## config.mk

```make
export PLATFORM = sky130hd
export DESIGN_NAME = decode_mux_arb
export DESIGN_NICKNAME = d
export VERILOG_FILES = /design/src/rtl/decode_mux_arb.sv
export SDC_FILE = /design/constraint.sdc
export NUM_CORES = 1
export LEC_CHECK = 0
export ABC_CLOCK_PERIOD_IN_PS = 14700
export CELL_PAD_IN_SITES_DETAIL_PLACEMENT = 1
export CELL_PAD_IN_SITES_GLOBAL_PLACEMENT = 1
export CORE_AREA = 2 2 379 381
export CTS_BUF_LIST = sky130_fd_sc_hd__clkbuf_4
export DETAILED_ROUTE_END_ITERATION = 7
export DIE_AREA = 0 0 381 383
export GPL_TIMING_DRIVEN = 0
export PLACE_DENSITY_LB_ADDON = 0.12
export RECOVER_POWER = 100
export SKIP_LAST_GASP = 1
export SYNTH_ARGS = -nofsm -noshare
export SYNTH_HDL_FRONTEND = slang
export SYNTH_SLANG_ARGS = --single-unit
```

## constraint.sdc

```tcl
create_clock -name clock_i -period 14.7 [get_ports clock_i]
set_input_delay 4.41 -clock clock_i [delete_from_list [all_inputs] [get_ports clock_i]]
set_output_delay 4.41 -clock clock_i [all_outputs]
set_load 0.02 [all_outputs]
```

## src/rtl/decode_mux_arb.sv

```systemverilog
`timescale 1ns/1ps
`default_nettype none
// ============================================================================
//  Module      : decode_mux_arb
//  Description : Round-robin merge of N format-decoder channels into one
//                decoded-instruction stream, buffered by an output FIFO.
//  Revision    : 1.0  initial release
// ============================================================================
module decode_mux_arb #(
    parameter int numChannels  = 4,
    parameter int chIdWidth    = 2,
    parameter int payloadWidth = 128,
    parameter int majIdWidth   = 64,
    parameter int fifoDepth    = 4,
    parameter int occWidth     = 3
) (
    input  logic                                clock_i,
    input  logic                                reset_i,
    input  logic                                flush_i,
    input  logic [numChannels-1:0]              chValid_i,
    output logic [numChannels-1:0]              chReady_o,
    input  logic [numChannels*majIdWidth-1:0]   chMajId_i,
    input  logic [numChannels*payloadWidth-1:0] chPayload_i,
    output logic                                outValid_o,
    input  logic                                outReady_i,
    output logic [chIdWidth-1:0]                outChannel_o,
    output logic [majIdWidth-1:0]               outMajId_o,
    output logic [payloadWidth-1:0]             outPayload_o,
    output logic [occWidth-1:0]                 occupancy_o
);

    localparam int                  c_PTR_W     = (fifoDepth > 1) ? $clog2(fifoDepth) : 1;
    localparam int                  c_ENTRY_W   = chIdWidth + majIdWidth + payloadWidth;
    localparam logic [c_PTR_W-1:0]  c_PTR_LAST  = c_PTR_W'(fifoDepth - 1);
    localparam logic [occWidth-1:0] c_DEPTH     = occWidth'(fifoDepth);
    localparam logic [chIdWidth:0]  c_NUM_EXT   = (chIdWidth + 1)'(numChannels);
    localparam logic [chIdWidth-1:0] c_CH_LAST  = chIdWidth'(numChannels - 1);

    logic [c_ENTRY_W-1:0]   r_mem [fifoDepth];
    logic [c_PTR_W-1:0]     r_wrPtr;
    logic [c_PTR_W-1:0]     r_rdPtr;
    logic [occWidth-1:0]    r_count;
    logic [chIdWidth-1:0]   r_rrPtr;

    logic [majIdWidth-1:0]   w_chMaj [numChannels];
    logic [payloadWidth-1:0] w_chPay [numChannels];
    logic [chIdWidth:0]      w_scan;
    logic                    w_found;
    logic [chIdWidth-1:0]    w_grant;
    logic                    w_pop;
    logic                    w_space;
    logic                    w_push;
    logic [numChannels-1:0]  w_ready;
    logic [c_PTR_W-1:0]      w_wrNext;
    logic [c_PTR_W-1:0]      w_rdNext;
    logic [chIdWidth-1:0]    w_rrNext;

    // Channel 0 occupies the most significant slice of the packed buses.
    generate
        for (genvar k = 0; k < numChannels; k++) begin : g_unpack
            assign w_chMaj[k] = chMajId_i[(numChannels-1-k)*majIdWidth +: majIdWidth];
            assign w_chPay[k] = chPayload_i[(numChannels-1-k)*payloadWidth +: payloadWidth];
        end
    endgenerate

    always_comb begin
        w_scan  = '0;
        w_found = 1'b0;
        w_grant = '0;
        for (int i = 0; i < numChannels; i++) begin
            w_scan = {1'b0, r_rrPtr} + (chIdWidth + 1)'(i);
            if (w_scan >= c_NUM_EXT) begin
                w_scan = w_scan - c_NUM_EXT;
            end
            if (!w_found && chValid_i[w_scan[chIdWidth-1:0]]) begin
                w_found = 1'b1;
                w_grant = w_scan[chIdWidth-1:0];
            end
        end
    end

    assign outValid_o = (r_count != '0);
    assign w_pop      = outValid_o & outReady_i;
    assign w_space    = (r_count < c_DEPTH) | w_pop;
    // Gating with reset_i keeps every channel stalled while reset is held.
    assign w_push     = w_found & w_space & ~flush_i & reset_i;

    always_comb begin
        w_ready          = '0;
        w_ready[w_grant] = w_push;
    end
    assign chReady_o = w_ready;

    assign w_wrNext = (r_wrPtr == c_PTR_LAST) ? '0 : r_wrPtr + 1'b1;
    assign w_rdNext = (r_rdPtr == c_PTR_LAST) ? '0 : r_rdPtr + 1'b1;
    assign w_rrNext = (w_grant == c_CH_LAST)  ? '0 : w_grant + 1'b1;

    always_ff @(posedge clock_i or negedge reset_i) begin
        if (!reset_i) begin
            r_wrPtr <= '0;
            r_rdPtr <= '0;
            r_count <= '0;
            r_rrPtr <= '0;
        end else if (flush_i) begin
            r_wrPtr <= '0;
            r_rdPtr <= '0;
            r_count <= '0;
        end else begin
            if (w_push) begin
                r_wrPtr <= w_wrNext;
                r_rrPtr <= w_rrNext;
            end
            if (w_pop) begin
                r_rdPtr <= w_rdNext;
            end
            case ({w_push, w_pop})
                2'b10:   r_count <= r_count + 1'b1;
                2'b01:   r_count <= r_count - 1'b1;
                default: r_count <= r_count;
            endcase
        end
    end

    // Storage needs no reset: entries are only observable once counted.
    always_ff @(posedge clock_i) begin
        if (w_push) begin
            r_mem[r_wrPtr] <= {w_grant, w_chMaj[w_grant], w_chPay[w_grant]};
        end
    end

    assign {outChannel_o, outMajId_o, outPayload_o} = r_mem[r_rdPtr];
    assign occupancy_o = r_count;

endmodule
`default_nettype wire

```

# [Word-level counts from Yosys, hierarchy flattened]
# Memories as Yosys holds them, arrays and structs flattened.
# Cells that the tools add are included.
[op_classes] n_addsub=12 n_lt_le_gt_ge=12 eq_ne=5 mux=39 bitwise=8 reduce_logical=12
[ops] op="binary-select mux 128 bit (select 2 bit)" count=1
[ops] op="two-way mux 128 bit" count=2
[ops] op="binary-select mux 64 bit (select 2 bit)" count=1
[ops] op="two-way mux 64 bit" count=2
[ops] op="two-way mux 2 bit" count=15
[ops] op="< comparator 2 x 3 -> 1 bit, second input constant" count=5
[ops] op="greater-or-equal comparator 3 bit, second input constant" count=4
[ops] op="two-way mux 1 bit" count=11
[ops] op="binary-select mux 1 bit (select 2 bit)" count=4
[ops] op="equality test 2 bit, second input constant" count=4
[ops] op="subtractor 2 x 1 -> 2 bit, second input constant" count=4
[ops] op="adder 2 x 1 -> 2 bit, second input constant" count=3
[ops] op="adder 2 x 2 -> 3 bit, second input constant" count=2
[ops] op="one-hot mux 3 bit (2 select lines)" count=1
[ops] op="nonzero test 3 bit" count=2
[ops] op="AND 1 bit" count=4
[ops] op="AND 4 bit" count=1
[ops] op="logical AND 1 bit" count=4
[ops] op="nonzero test 2 bit" count=2
[ops] op="adder 2 x 1 -> 3 bit, second input constant" count=1
[ops] op="adder 3 x 1 -> 3 bit, second input constant" count=1
[ops] op="greater-or-equal comparator 2 x 3 -> 1 bit, second input constant" count=1
[ops] op="logical NOT 1 bit" count=3
[ops] op="< comparator 3 bit, second input constant" count=1
[ops] op="9 further kinds" count=9
[totals] regBits=9 mem_bits_rw=776 input_bits=776 out_inout_bits=202 word_cells=93 memories=1
[memory_table] name="r_mem" words=4 word_bits=194 rd=1 rd_ports_with_merged_regs=0 write_ports=1 line="39" rtl="logic [c_ENTRY_W-1:0] r_mem [fifoDepth];"

# [Logic depth before layout (Yosys ltp)]
# Gate-level depths: netlist of run 1.
[logic_depth] depth_word=20 mapped_depth=8 ltp_nobuf=7

# [Least setup slack after synthesis of run 1]
# No wires, ideal clock.
[synth_path] kind="input-to-output" from="in chValid_i[1]" to="out chReady_o[3]" t_arrival_ns=5.775 t_required_ns=10.290 slack_ns=4.515 stages=7 cell_sequence="a21bo_2 -> a221o_1 -> clkinv_4 -> buf_8 -> buf_6 -> ha_1 -> and2_1"
[synth_between] elab_chain_len=17 elab_cells_between_ends=31 cone_classes="order compare: 2; mux: 18; bitwise: 4; reduce/logical: 7"
[synth_lines] item="from (decl)" line="20" rtl="input logic [numChannels-1:0] chValid_i,"
[synth_lines] item="binary-select mux 1 bit (select 2 bit)" line="75" rtl="if (!w_found && chValid_i[w_scan[chIdWidth-1:0]]) begin"
[synth_lines] item="two-way mux 1 bit (not written as such)" line="75"
[synth_lines] item="two-way mux 1 bit" line="75"
[synth_lines] item="logical NOT 1 bit" line="75"
[synth_lines] item="logical AND 1 bit" line="75"
[synth_lines] item="two-way mux 1 bit" line="75"
[synth_lines] item="logical NOT 1 bit" line="75"
[synth_lines] item="logical AND 1 bit" line="75"
[synth_lines] item="(+2 left out)"
[synth_lines] item="logical AND 1 bit" line="75"
[synth_lines] item="two-way mux 2 bit (*)" line="75"
[synth_lines] item="net w_grant[0]" line="49" rtl="logic [chIdWidth-1:0] w_grant;"
[synth_lines] item="< comparator 2 x 3 -> 1 bit (not written as such) / greater-or-equal comparator 2 x 1 -> 1 bit (equally long branches)" line="90" rtl="w_ready[w_grant] = w_push;"
[synth_lines] item="logical AND 1 bit (not written as such)" line="90"
[synth_lines] item="two-way mux 1 bit (not written as such)" line="90"
[synth_lines] item="demux 1 bit (select 2 bit) (*)" line="90"
[synth_lines] item="AND 4 bit (no line) (*)"
[synth_lines] item="to (decl)" line="21" rtl="output logic [numChannels-1:0] chReady_o,"
# The timed path passes the listed nets; every way through them passes the cells marked *. The select of a mux whose other input is x is not followed.

# [Final worst setup path of run 1]
# Ends and elaborated chain as after synthesis.

==> results of run 1 <==
[path summary, 6_finish.rpt]
kind	start	end	slack (ns)
min reg2reg	r_wrPtr[1]	r_wrPtr[1]	0.63
max	chValid_i[1]	chReady_o[3]	1.77
max reg2reg	occupancy_o[2]	r_mem[3][51]	6.28
min in group asynchronous	reset_i	occupancy_o[1]	3.78
min	r_wrPtr[1]	r_wrPtr[1]	0.63
max in group asynchronous	reset_i	r_rdPtr[1]	10.50
[power by group]
group          total, mW  switching, mW  internal (mW)  leakage [nW]
registers           2.93         0.0415           2.89          7.16
clock network       1.88          0.906          0.973          1.54
logic               3.20           1.87           1.33          8.60
total               8.01           2.82           5.20          17.3
[per-stage QoR]
| stage | total power, mW | area (sq um) | hold slack [ns] | TNS (ns) |
|---|---|---|---|---|
| after global placement | 6.401 | 47220 | 0.5788 | -858.74 |
| final | 8.012 | 49730 | 0.6345 | 0 |
| after CTS | 8.363 | 50260 | 0.6332 | 0 |
| after global routing | 8.458 | 49730 | 0.6560 | 0 |
| after detailed placement | 6.433 | 47670 | 0.6184 | 0 |
| after floorplan | 4.808 | 35060 | 0.5524 | 0 |
[cells by family after synthesis]
logic type | share of synthesized area [%]
flip-flops | 67.11
multiplexers | 29.02
buffers and inverters | 2.623
AND/OR/NAND/NOR | 0.4568
AO/OA/AOI/OAI | 0.3783
adder cells (fa/ha/maj) | 0.3783
XOR/XNOR | 0.02499
[placed cells by master, fill, tap and decap left out, types with 5 or more instances in the layout]
cell,instances
mux4_2,194
clkbuf_1,82
buf_1,5
inv_1,7
mux2i_1,580
dfrtp_1,9
buf_2,11
clkinv_1,32
ha_1,9
clkbuf_4,302
buf_12,11
edfxtp_1,776
dlygate4sd3_1,186
buf_6,13
clkinv_2,10
clkdlybuf4s50_1,791
[worst max-delay path, cell delays in order]
cell and delay (ns):
dlygate4sd3_1 0.62, a21bo_2 0.24, a221o_1 0.41, clkinvlp_2 0.43
buf_8 0.26, clkbuf_1 0.99, ha_1 0.31, and2_1 0.13
dlygate4sd3_1 0.70
[state kept, by name, summed over array words and instances (netlist names)]
register	count
occupancy_o	3
r_mem	776
r_rdPtr	2
r_rrPtr	2
r_wrPtr	2
[per-layer routing]
metal,track usage (%),vias up,share of wire [%]
li1,-,9715,-
met3,4.769,165,5.8
met4,5.080,2,2.1
met1,20.92,11090,39
met5,0,-,0.0060
met2,32.70,824,53
[final cells by class]
cell class / instances / area, sq um
Tap cell: 1903 / 2381
Buffer: 110 / 740.7
Timing Repair Buffer: 993 / 9839
Inverter: 8 / 31.28
Antenna cell: 4 / 10.01
Multi-Input combinational cell: 829 / 10600
Fill cell: 14740 / 92540
Clock inverter: 56 / 335.3
Sequential cell: 785 / 23530
Clock buffer: 301 / 2260
==> impl_metrics.csv, run 1 <==
group,metric,value,unit
cts,cts_buffer_depth,3,
status,status,"finished, violations left",
drt,drtIter0Drc,960,
yosys,ys.flop_type,"edfxtp_1",
layout,finalCoreUtilization,34.96,%
layout,finalNonFillerCells,4989,
pwr,power_density,161.1,nW/um^2
die,rows,139,
worst_hold_path,hp-class,"reg2reg",
yosys,ys_types,43,
placed_design,port-buffer-count,977,
die,start_util,24.64,%
setup_path,startpoint_type,"primary input",
status,failed_checks,"capacitance limit, slew limit",
die,num_io_pins,978,
setup_path,critPathArrivalTime,8.52,ns
drt,num_vias,21800,
job,max_cap_viol_count,24,
worst_hold_path,whs_path_depth,2,
drt,drc,0,
grt,grt_pass1_vias,24760,
cts,postCtsSetupBuffers,0,
setup_path,cp-end-kind,"primary output",
timing,fin_crit_sh,87.93,%
timing,rsz0062_at_grt,"false",
timing,slew-limit-headroom,-131.8,%
timing,min_period,12.93,ns
layout,final_nets,3718,
die,fp.dieH,383,um
yosys,ys_seq_elements,785,
timing,report.final.setup_viol,0,
die,die_area,145900,sq um
setup_path,reg2regPathDepth,6,
setup_path,required,10.29,ns
placed_design,post-dp-hpwl,100.0,mm
yosys,synthTopCellsByArea,"edfxtp_1, mux2i_1, mux4_2",
die,coreArea,142300,sq um
yosys,synth_commonest_cells,"edfxtp_1, mux2i_1, mux4_2, buf_2, clkbuf_1",
cts,hold_buffers,0,
placed_design,dp.cells,4628,
cts,cts_resized,0,
placed_design,dp_slack,2.984,ns
grt,grt_overflow_total,0,
timing,max_clock_freq,0.07737,GHz
yosys,synthCells,1732,
drt,vias_per_cell,4.369,
cts,cts_buffers,205,
yosys,yosysSeqAreaShare,67.11,%
timing,timing.final.ws_setup,1.774,ns
pwr,irDropWorstVdd,0.05791,mV
yosys,postSynth.asyncResetShare,1.146,%
pwr,leakage,17.31,nW
drt,ant_nets,0,
setup_path,cp_max_fo,15,
timing,report.final.slew_viol_count,856,
yosys,synth_top_area_share,66.47,%
drt,drt-pass1-iter-count,6,
grt,grt_pass1_wl,185.9,mm
grt,grt_max_degree,50,
timing,tightest_slew,3.477,ns
yosys,ys_warn_count,0,
grt,grt.total_usage,18.07,%
drt,detail_route.wl_per_cell,26.75,um
cts,cts.sinks,785,
cts,cts_tree,"built",
placed_design,routabilityCongestion,0.9009,
grt,antenna_found_initial,12,
yosys,synth_most_common_cell,"edfxtp_1",
layout,drive_above_1_share,18.20,%
yosys,yosys.area.top_type,"edfxtp_1",
yosys,synth_area,35060,sq um
setup_path,crit_type,"in2out",
layout,syn_to_final_growth,41.86,%
cts,insertion_delay,1.07,ns
die,die_x,381,um
yosys,synth_edf_count,776,
cts,root_buffer,"clkbuf_4",
drt,totalWireLength,133.5,mm
timing,hold_viol,0,
cts,clkTransAtPathRegs,0.06,ns
cts,htree_num_levels,4,
timing,finClkSkew,0.04502,ns
yosys,syn_nets,2518,
yosys,avgSynthCellArea,20.24,sq um
No activity file was read; power rests on OpenSTA's default activity.
==> run 2, diff against run 1 <==
ABC_CLOCK_PERIOD_IN_PS = 12430   (was 14700)
CORE_AREA = 2 2 380 382   (was 2 2 379 381)
DIE_AREA = 0 0 382 384   (was 0 0 381 383)
SLEW_MARGIN = 20   (was default)
clock period = 12.43 ns   (was 14.7 ns; I/O delays follow)
==> impl_metrics.csv, run 2 (synthesized netlist as in run 1, its figures left out) <==
group,metric,value,unit
pwr,power_density,191.6,nW/um^2
timing,hold_viol,0,
layout,fin_area,49980,sq um
timing,timing.hold.ws,0.6363,ns
setup_path,cp-end-kind,"primary output",
timing,fin_crit_sh,90.57,%
cts,root_buffer,"clkbuf_4",
die,rows,139,
grt,antenna_found_initial,19,
drt,totalWireLength,133.4,mm
timing,rsz0062_at_grt,"false",
grt,grt_overflow_total,0,
timing,totalNegativeSetupSlack,0,ns
placed_design,place_area,47760,sq um
cts,cts_tree,"built",
timing,finClkSkew,0.05411,ns
pwr,irDropWorstVdd,0.07050,mV
drt,ant_nets,0,
setup_path,required,8.70,ns
cts,insertion_delay,1.13,ns
die,num_io_pins,978,
die,die_x,382,um
layout,drive_above_1_share,18.19,%
die,fp.dieH,384,um
drt,drt-pass1-iter-count,5,
layout,mostFrequentLayoutCell,"clkdlybuf4s50_1",
timing,tightest_slew,2.965,ns
job,max_cap_viol_count,23,
placed_design,routabilityCongestion,0.8931,
drt,vias_per_cell,4.371,
status,failed_checks,"capacitance limit, slew limit",
timing,report.final.setup_viol,0,
layout,syn_to_final_growth,42.57,%
pwr,power,9.576,mW
placed_design,port-buffer-count,977,
layout,n_fill_cell,14670,
cts,cts_buffers,207,
placed_design,post-dp-hpwl,100.5,mm
timing,slew-limit-headroom,-97.68,%
grt,grt_max_degree,42,
setup_path,crit_top_cell,"dlygate4sd3_1",
die,die_area,146700,sq um
grt,grt_pass1_wl,183.7,mm
worst_hold_path,hp-class,"reg2reg",
cts,cts_resized,0,
cts,postCtsSetupBuffers,0,
drt,drtIter0Drc,996,
layout,top_register,"r_mem",
setup_path,cp_cell_sequence,"dlygate4sd3_1 -> a21bo_2 -> a221o_1 -> clkinv_4 -> buf_8 -> clkbuf_1 -> ha_1 -> and2_1 -> dlygate4sd3_1",
setup_path,critPathArrivalTime,7.53,ns
setup_path,startpoint_type,"primary input",
setup_path,cp_max_fo,15,
drt,detail_route.wl_per_cell,26.55,um
setup_path,crit_type,"in2out",
status,status,"finished, violations left",
cts,cts.sinks,785,
timing,report.final.slew_viol_count,745,
grt,grt.total_usage,17.83,%
cts,clkTransAtPathRegs,0.06,ns
drt,drc,0,
grt,grt_pass1_vias,24760,
layout,largest_reg_flops,776,
timing,min_period,11.26,ns
layout,final_nets,3724,
die,coreArea,142800,sq um
die,start_util,24.55,%
pwr,leakage,17.42,nW
drt,num_vias,21960,
timing,max_clock_freq,0.08883,GHz
cts,htree_num_levels,4,
cts,cts_buffer_depth,3,
setup_path,critPathSlowestCell,"clkbuf_1",
setup_path,cp_slowest_stage_delay,1.03,ns
layout,mostFrequentLayoutCells,"clkdlybuf4s50_1, edfxtp_1, mux2i_1",
cts,hold_buffers,0,
run 2: layer usage:
| metal | GRT usage, % | vias to the layer above | part of all wire (%) |
|---|---|---|---|
| met5 | 0 | - | 0.017 |
| met1 | 19.90 | 11140 | 38 |
| li1 | - | 9765 | - |
| met3 | 4.768 | 185 | 6.0 |
| met4 | 6.204 | 4 | 2.8 |
| met2 | 32.54 | 866 | 53 |
run 2: worst max-delay path, delay by kind of cell:
kind	cells	cell delay, ns
buffers and inverters	5	2.71
and+or+nand+nor	1	0.12
AOI/OAI and AO/OA	2	0.62
adders and majority gates	1	0.31
run 2: final cells by class:
cell class              instances  area, sq um  share of cell area [%]
plain buffers                 110        777.0                   1.555
flip-flops and latches        785        23530                   47.07
repair buffers                997         9902                   19.81
clock buffers                 300         2252                   4.506
multi-input cells             829        10600                   21.22
diodes                          8        20.02                 0.04005
inverters                       8        35.03                 0.07009
well taps                    1903         2381                   4.764
clock inverters                83        481.7                  0.9638
run 2: path summary, 6_finish.rpt:
kind	from	endpoint	slack, ns	cells after the start
max	chValid_i[0]	chReady_o[3]	1.17	9
min	r_rrPtr[0]	r_rrPtr[0]	0.64	2
max reg2reg	occupancy_o[2]	r_mem[2][41]	4.87	7
min reg2reg	r_rrPtr[0]	r_rrPtr[0]	0.64	2
max in group asynchronous	reset_i	occupancy_o[1]	8.99	1
min in group asynchronous	reset_i	r_rdPtr[0]	3.05	1
run 2: through the flow:
step                      util, %  setup WS (ns)  cells
after floorplan                 -          3.112   1732
after global placement      33.07         -2.817   4612
after detailed placement    33.45          2.094   4632
after CTS                   35.36          2.092   5015
after global routing        35.00          1.019   5019
final                       35.00          1.173   5023
run 2: where the power goes:
part / leakage, nW / internal [mW] / switching [mW]
sequential: 7.16 / 3.42 / 0.0490
combinational: 8.65 / 1.59 / 2.21
clock: 1.61 / 1.20 / 1.11
